**config.mk**
```make
export PLATFORM = sky130hd
export DESIGN_NAME = regfile_mp_sb
export DESIGN_NICKNAME = d
export VERILOG_FILES = /design/src/rtl/rf_pkg.sv /design/src/rtl/rf_scoreboard.sv /design/src/rtl/regfile_mp_sb.sv
export SDC_FILE = /design/constraint.sdc
export NUM_CORES = 1
export LEC_CHECK = 0
export CORE_MARGIN = 4
export CORE_UTILIZATION = 55
export CTS_BUF_LIST = sky130_fd_sc_hd__clkbuf_16
export DETAILED_ROUTE_END_ITERATION = 8
export DONT_BUFFER_PORTS = 1
export PLACE_DENSITY = 0.7
export SETUP_SLACK_MARGIN = 0.3
export SLEW_MARGIN = 30
export SYNTH_ARGS = -nofsm -noshare
export SYNTH_HDL_FRONTEND = slang
export SYNTH_HIERARCHICAL = 1
export SYNTH_SLANG_ARGS = --single-unit
```
**constraint.sdc**
```tcl
create_clock -name i_clk -period 5.5 [get_ports i_clk]
set_input_delay 1.1 -clock i_clk [delete_from_list [all_inputs] [get_ports i_clk]]
set_output_delay 1.1 -clock i_clk [all_outputs]
set_load 0.1 [all_outputs]
```
**src/rtl/rf_pkg.sv**
```systemverilog
// Shared types and default sizes for the multi-port register file.
package rf_pkg;

    typedef enum logic {
        IDLE  = 1'b0,
        CLEAR = 1'b1
    } rf_state_e;

    localparam int XLEN_DEF  = 32;
    localparam int NREGS_DEF = 32;

endpackage

```
**src/rtl/rf_scoreboard.sv**
```systemverilog
// Pending-write scoreboard: one bit per register, set at issue, cleared at writeback.
// Read-side pending flags are suppressed when the matching write is bypassed this cycle.
module rf_scoreboard #(
    parameter  int NREGS = 32,
    parameter  int NRD   = 2,
    localparam int AW    = $clog2(NREGS)
) (
    input  logic              i_clk,
    input  logic              i_rst_n,
    input  logic              i_flush,
    input  logic              i_set_en,
    input  logic [AW-1:0]     i_set_addr,
    input  logic              i_clr_en,
    input  logic [AW-1:0]     i_clr_addr,
    input  logic [NRD*AW-1:0] i_rd_addr,
    output logic [NRD-1:0]    o_pending
);

    logic [NREGS-1:0] r_pend;
    logic [NREGS-1:0] w_pend_nxt;

    // Next scoreboard contents: clear first so a same-address set wins; x0 never pends.
    always_comb begin
        w_pend_nxt = r_pend;
        if (i_clr_en) begin
            w_pend_nxt[i_clr_addr] = 1'b0;
        end
        if (i_set_en) begin
            w_pend_nxt[i_set_addr] = 1'b1;
        end
        w_pend_nxt[0] = 1'b0;
        if (i_flush) begin
            w_pend_nxt = '0;
        end
    end

    // Scoreboard register.
    always_ff @(posedge i_clk or negedge i_rst_n) begin
        if (!i_rst_n) begin
            r_pend <= '0;
        end else begin
            r_pend <= w_pend_nxt;
        end
    end

    // Per-port pending lookup with bypass suppression.
    always_comb begin
        o_pending = '0;
        for (int i = 0; i < NRD; i++) begin
            o_pending[i] = r_pend[i_rd_addr[i*AW +: AW]]
                         && !(i_clr_en && (i_clr_addr == i_rd_addr[i*AW +: AW]))
                         && !i_flush;
        end
    end

endmodule

```
**src/rtl/regfile_mp_sb.sv**
```systemverilog
// Multi-read-port integer register file with write-first bypass, x0 hardwired
// to zero, a sequential clear engine and a pending-write scoreboard.
//
// state | meaning
// ------+---------------------------------------------------------------
// IDLE  | normal operation: reads, writes and scoreboard updates honoured
// CLEAR | zeroing register[cnt] each cycle; outputs forced to 0, core stalls
module regfile_mp_sb
    import rf_pkg::*;
#(
    parameter  int XLEN  = XLEN_DEF,
    parameter  int NREGS = NREGS_DEF,
    parameter  int NRD   = 2,
    localparam int AW    = $clog2(NREGS)
) (
    input  logic                i_clk,
    input  logic                i_rst_n,
    input  logic [NRD*AW-1:0]   i_rd_addr,
    output logic [NRD*XLEN-1:0] o_rd_data,
    output logic [NRD-1:0]      o_rd_pending,
    input  logic                i_we,
    input  logic [AW-1:0]       i_wa,
    input  logic [XLEN-1:0]     i_wd,
    input  logic                i_sb_set,
    input  logic [AW-1:0]       i_sb_addr,
    input  logic                i_clr_req,
    output logic                o_clr_busy
);

    logic [XLEN-1:0] r_mem [NREGS];
    rf_state_e       r_state;
    rf_state_e       w_state_nxt;
    logic [AW-1:0]   r_clr_cnt;
    logic            w_clearing;
    logic            w_wr_en;
    logic            w_cnt_last;
    logic [AW-1:0]   w_ra;

    // Counter exits at NREGS-1 so it never wraps back to x0.
    assign w_cnt_last = (r_clr_cnt == AW'(NREGS - 1));

    // State register; reset always starts a fresh clear.
    always_ff @(posedge i_clk or negedge i_rst_n) begin
        if (!i_rst_n) begin
            r_state <= CLEAR;
        end else begin
            r_state <= w_state_nxt;
        end
    end

    // Next-state logic; clr_req is only looked at in IDLE.
    always_comb begin
        w_state_nxt = r_state;
        case (r_state)
            IDLE:  if (i_clr_req)  w_state_nxt = CLEAR;
            CLEAR: if (w_cnt_last) w_state_nxt = IDLE;
        endcase
    end

    // State-decoded outputs and write qualification.
    always_comb begin
        w_clearing = (r_state == CLEAR);
        w_wr_en    = !w_clearing && i_we && (i_wa != '0);
    end

    assign o_clr_busy = w_clearing;

    // Clear counter: loads 1 on entry, steps through to NREGS-1 and holds there.
    always_ff @(posedge i_clk or negedge i_rst_n) begin
        if (!i_rst_n) begin
            r_clr_cnt <= AW'(1);
        end else if (r_state == IDLE) begin
            if (i_clr_req) begin
                r_clr_cnt <= AW'(1);
            end
        end else if (!w_cnt_last) begin
            r_clr_cnt <= r_clr_cnt + AW'(1);
        end
    end

    // Storage array, no reset: zeroed by the clear engine, otherwise the write port.
    always_ff @(posedge i_clk) begin
        if (w_clearing) begin
            r_mem[r_clr_cnt] <= '0;
        end else if (w_wr_en) begin
            r_mem[i_wa] <= i_wd;
        end
    end

    // Read muxes with x0 forcing and write-first bypass.
    always_comb begin
        o_rd_data = '0;
        w_ra      = '0;
        for (int i = 0; i < NRD; i++) begin
            w_ra = i_rd_addr[i*AW +: AW];
            if (!w_clearing && (w_ra != '0)) begin
                if (i_we && (i_wa == w_ra)) begin
                    o_rd_data[i*XLEN +: XLEN] = i_wd;
                end else begin
                    o_rd_data[i*XLEN +: XLEN] = r_mem[w_ra];
                end
            end
        end
    end

    rf_scoreboard #(
        .NREGS (NREGS),
        .NRD   (NRD)
    ) u_scoreboard (
        .i_clk      (i_clk),
        .i_rst_n    (i_rst_n),
        .i_flush    (w_clearing),
        .i_set_en   (i_sb_set),
        .i_set_addr (i_sb_addr),
        .i_clr_en   (i_we),
        .i_clr_addr (i_wa),
        .i_rd_addr  (i_rd_addr),
        .o_pending  (o_rd_pending)
    );

endmodule

```
Word-level counts from Yosys, hierarchy flattened
Memory sizes are Yosys's and may differ from the RTL's.
Cells that the tools add are included.
{ "op_classes": {"addsub": 1, "n_mux": 29, "n_lt_le_gt_ge": 6, "eq_ne": 4, "bitwise": 4, "n_reduce_logical": 21} }
{ "op_table": {"columns": ["operator", "n"], "rows": [
  ["32-bit two-way mux", 8],
  ["32-bit AND", 1],
  ["32-bit inverter", 1],
  ["32-bit OR", 1],
  ["32-bit OR reduction", 1],
  ["5-bit by 6-bit < comparator with 1-bit output (second input constant)", 4],
  ["5-bit two-way mux", 4],
  ["5-bit nonzero test", 3],
  ["1-bit logical AND", 12],
  ["1-bit two-way mux", 12],
  ["1-bit binary-select mux with 5-bit select", 2],
  ["1-bit demux with 5-bit select", 2],
  ["5-bit == test", 2],
  ["5-bit by 1-bit >= comparator with 1-bit output (second input constant)", 2],
  ["5-bit by 1-bit adder with 5-bit output (second input constant)", 1],
  ["5-bit == test (second input constant)", 1],
  ["1-bit zero test", 3],
  ["2-bit != test (second input constant)", 1],
  ["1-bit case mux with 2 select lines", 1],
  ["2-bit AND reduction", 1],
  ["2-bit nonzero test", 1],
  ["1-bit inverter", 1]
]} }
{ "totals": {"out_inout_bits": 67, "ram_bits": 1024, "mem_count": 1, "reg_bits": 38} }
{ "mem_list": {"columns": ["name", "words", "word_bits", "rd", "rd_ports_with_merged_regs", "wr", "line", "source"], "rows": [
  ["r_mem", 32, 32, 2, 0, 1, "regfile_mp_sb.sv:30", "logic [XLEN-1:0] r_mem [NREGS];"]
]} }

Depth between registers and ports, before layout
Gate-level depths: netlist of run 1.
{ "logic_depth": {"depth_word": 10, "depth_mapped": 10, "mapped_depth_nobuf": 7} }

Modules after synthesis
The synthesis of run 1 kept the hierarchy.
{ "by_module_without_submodules": {"columns": ["module", "cells_per_inst", "area_per_inst_um2", "instances"], "rows": [
  ["regfile_mp_sb", 2682, 48684.2, 1],
  ["rf_scoreboard", 223, 2094.5, 1]
]} }

Worst setup path before layout of run 1
OpenSTA, ideal clock, no wires.
{ "synth_path": {"path_type": "input to output", "startpoint": "in i_rd_addr[5]", "endpoint": "out o_rd_data[62]", "arrival_time_ns": 6.799, "path_slack_ns": -2.399, "t_required_ns": 4.400, "path_buffers": 3, "stages": 7, "cell_sequence": "buf_4 buf_4 buf_4 mux2i_1 a221oi_1 a211oi_1 a2111oi_0"} }
{ "synth_via": {"elab_chain_cells": 4, "elab_cells_between_ends": 7} }
{ "synth_rtl": {"columns": ["element", "line", "source"], "rows": [
  ["start, declared", "regfile_mp_sb.sv:18", "input logic [NRD*AW-1:0] i_rd_addr,"],
  ["branches (longest 3 deep; another with memory read 32 x 32 bit)", null, null],
  ["32-bit two-way mux *", "regfile_mp_sb.sv:96", "if (!w_clearing && (w_ra != '0)) begin"],
  ["end, declared", "regfile_mp_sb.sv:19", "output logic [NRD*XLEN-1:0] o_rd_data,"]
]} }
Mark *: on every way between the ends.

Final worst setup path of run 1
{ "layout_path": {"startpoint": "in i_rd_addr[5]", "endpoint": "out o_rd_data[34]"} }
Same word-level chain as after synthesis.

==> results of run 1 <==
==> Yosys cell counts, drive strengths merged, types with 25 or more instances <==
library cell | count | area (µm²)
edfxtp | 1024 | 30700
a21oi | 52 | 260
a32o | 25 | 250
a22o | 34 | 298
a221oi | 66 | 578
nand2b | 34 | 213
a31oi | 32 | 200
nor2 | 77 | 289
o22ai | 31 | 194
buf | 139 | 891
nand2 | 122 | 458
and2 | 35 | 219
a22oi | 66 | 495
o211ai | 30 | 225
a221o | 34 | 340
clkbuf | 105 | 394
mux2i | 256 | 2560
mux4 | 401 | 9090
dfrtp | 35 | 876
o21ai | 70 | 350
nand3 | 40 | 200
==> per-stage QoR <==
step / cells / power (mW) / util, %
finish: 4175 / 21.5 / 61.1
CTS: 4173 / 21.4 / 61.1
detailed placement: 3984 / 14.5 / 57.5
global route: 4173 / 22.1 / 61.1
global placement: 3979 / 14.3 / 57.3
floorplan: 2905 / 13.1 / -
==> power groups by stage <==
| stage | logic (mW) | registers, mW | clock network (mW) |
|---|---|---|---|
| 6_report | 3.99 | 10.5 | 7.03 |
| 4_1_cts | 3.90 | 10.5 | 7.06 |
| 3_5_place_dp | 3.89 | 10.6 | 0 |
| 3_3_place_gp | 3.79 | 10.5 | 0 |
| 2_1_floorplan | 2.57 | 10.5 | 0 |
| 5_1_grt | 4.08 | 10.6 | 7.44 |
==> layout make-up <==
| class | count | area [µm²] |
|---|---|---|
| Tap cell | 1186 | 1480 |
| Sequential cell | 1061 | 31700 |
| Inverter | 5 | 20.0 |
| Multi-Input combinational cell | 1595 | 18200 |
| Timing Repair Buffer | 137 | 1320 |
| Antenna cell | 2 | 5.00 |
| Clock inverter | 82 | 648 |
| Clock buffer | 107 | 2680 |
| Fill cell | 6389 | 35600 |
==> worst max-delay path by stage <==
stage            startpoint       endpoint  slack [ns]  cells after the start
2_1_floorplan  i_rd_addr[5]  o_rd_data[62]        0.33                      7
3_3_place_gp   i_rd_addr[6]  o_rd_data[34]        0.76                      8
3_5_place_dp   i_rd_addr[6]  o_rd_data[34]        0.74                      8
4_1_cts        i_rd_addr[6]  o_rd_data[34]        0.68                      8
5_1_grt        i_rd_addr[6]  o_rd_data[34]        0.48                      8
6_report       i_rd_addr[5]  o_rd_data[34]       -0.24                      6
==> state kept, by name, summed over array words and instances, names as in the netlist <==
register,count
o_clr_busy,1
r_clr_cnt,5
r_mem,1024
u_scoreboard/r_pend,31
==> kinds of logic (layout without fill, tap and decap cells) <==
logic type               Yosys count  in the layout  synth area share, %
XOR/XNOR                          23             23                0.397
AO/OA/AOI/OAI                    525            525                 7.81
buffers and inverters            249            331                 2.57
AND/OR/NAND/NOR                  380            380                 3.67
other                              0              2                    0
adder cells (fa/ha/maj)            2              2               0.0493
multiplexers                     665            665                 23.1
flip-flops                      1061           1061                 62.4
==> worst register-to-register path, cell delays in order, from the launching register on <==
cell	delay, ns
dfstp_2	0.57
nor2b_1	0.45
a21boi_4	0.26
buf_4	0.40
mux2i_1	0.40
nand2_1	0.44
nor2_4	0.91
buf_12	0.31
==> per-layer routing <==
layer	track usage, %	vias to the layer above	wire, µm
li1	-	12367	-
met1	43.5	16417	54900
met2	49.8	2491	73200
met3	7.22	450	20000
met4	14.4	0	8290
met5	0	-	0
==> summary.md, run 1 <==
| Metric | Value |
|---|---|
| Post-DP Area | `0.0527 mm²` |
| Slew headroom | `-48.6%` |
| Comb power frac | `18.5%` |
| Worst-path clk slew | `0.06 ns` |
| Die W | `312 µm` |
| Fin crit period | `5.74 ns` |
| Wire per inst | `37.5 µm` |
| DP Worst Slack | `0.736 ns` |
| Die ar. | `0.0973 mm²` |
| First-pass DRT Iterations | `6` |
| Core Rows | `111` |
| First-pass GRT wire length | `226 mm` |
| Worst endpoint required time | `4.40 ns` |
| DIE HEIGHT | `312 µm` |
| CP max stage delay | `1.27 ns` |
| Final Cell Area | `0.0560 mm²` |
| Switching power | `6.12 mW` |
| Worst setup EP type | `output port` |
| CTS resizes | `0` |
| Setup Skew | `0.0171 ns` |
| Final hold violations | `0` |
| Synth Register Bits | `1061` |
| RSZ-0062 raised after global routing | `false` |
| Post-CTS Setup Inserts | `0` |
| Setup slack, reg-to-reg | `1.44 ns` |
| Grt total ovfl | `0` |
| Register area share after synthesis | `62.4%` |
| Max-cap violations | `0` |
| Num CTS Buffers | `103` |
| Maximum clock insertion buffer count | `3` |
| Arrival time at the worst endpoint | `4.64 ns` |
| Critical Path Most Common Cell | `buf_4` |
| Maximum vdd ir drop | `260 µV` |
| Max frequency | `0.174 GHz` |
| Post-synth EDFFs | `1024` |
| Cts hold-fix bufs | `0` |
| Largest net degree at the start of global routing | `332` |
| Clock latency on the worst-skew pair | `0.68 ns` |
| Int Pwr | `15.4 mW` |
| Final slew viol count | `170` |
| Remaining antenna violation count | `0` |
| Clock network power share | `32.7%` |
| Bufs and invs on worst path | `2` |
| Worst R2R End | `r_mem[22][3]` |
| Initial antenna violation count | `4` |
| Crit-path slowest cell | `mux4_2` |
| Endpoints failing setup | `8` |
| PwrDens | `384 mW/mm²` |
| Fin nets | `2962` |
| # H-tree levels | `3` |
| Port bufs | `0` |
| Root Driver | `clkbuf_16` |
| Post-Syn Nets | `2964` |
| Hold_ws | `0.125 ns` |
| Vias in the first global route | `31.5k` |
| Mean Syn Cell Area | `17.5 µm²` |
| Total number of vias | `31.7k` |
| Placed wire-length estimate | `87.5 mm` |
| Cells on worst reg2reg path | `7` |
| Setup TNS Final | `-0.655 ns` |
| Crit-path leading delay family | `multiplexers` |
| Core ar. | `0.0917 mm²` |
| Outcome | `finished, violations left` |
| Most frequent cells in the layout | `edfxtp_1 (1024), mux4_2 (386), mux2i_1 (256)` |
| Total number of yosys warnings | `6` |
| Most common cell after layout, fill and taps aside | `edfxtp_1` |
| Ys flop type | `edfxtp_1` |
| Crit-path cells | `mux4_2, a22oi_1, o21ai_0, buf_4, a221o_1, buf_4` |
| Crit Reg-Reg Startpoint | `o_clr_busy` |
| Startpoint Class | `input pin` |
| Final period util | `104%` |
| Vias per inst | `7.60` |
| Failing checks | `slew limit, setup timing` |
| Switching part of the total | `28.4%` |
| Final RePlAce weighted congestion | `0.823` |
| Hold WC Path Type | `input pin to asynchronous set/reset pin` |
| Crit path max fanout | `331` |
| Seq pwr share | `48.8%` |
| Sink Count | `1061` |
| DRC | `0` |
| # IOs | `124` |
| Total GRT Usage | `31.9%` |
| Post-synthesis to final-layout area growth | `10.4%` |
| Setup Crit Path Kind | `input pin to output port` |
| CTS tree | `done` |
| Final setup margin | `-0.242 ns` |
| Ys async rst share | `3.49%` |
| First DRT Iteration DRCs | `5354` |
| Worst slew pin tran | `2.23 ns` |
| Layout cell share with drive strength beyond 1 | `25.9%` |
| Synth Cell Area | `0.0508 mm²` |
| P_leak | `18.3 nW` |
| Syn Inst Count | `2905` |
| Starting Density | `55.4%` |
| Library cells used by synthesis | `64` |
| WL final | `156 mm` |
Note: power is estimated with default switching activity, not from simulation.
==> run 2, diff against run 1 <==
--- a/config.mk
+++ b/config.mk
@@ -10,6 +10,7 @@
 export CTS_BUF_LIST = sky130_fd_sc_hd__clkbuf_16
 export DETAILED_ROUTE_END_ITERATION = 8
 export DONT_BUFFER_PORTS = 1
+export HOLD_SLACK_MARGIN = 0.08
 export PLACE_DENSITY = 0.7
 export SETUP_SLACK_MARGIN = 0.3
 export SLEW_MARGIN = 30
==> results of run 2 <==
No change in the layout: final DEF, timing and power equal those of run 1.
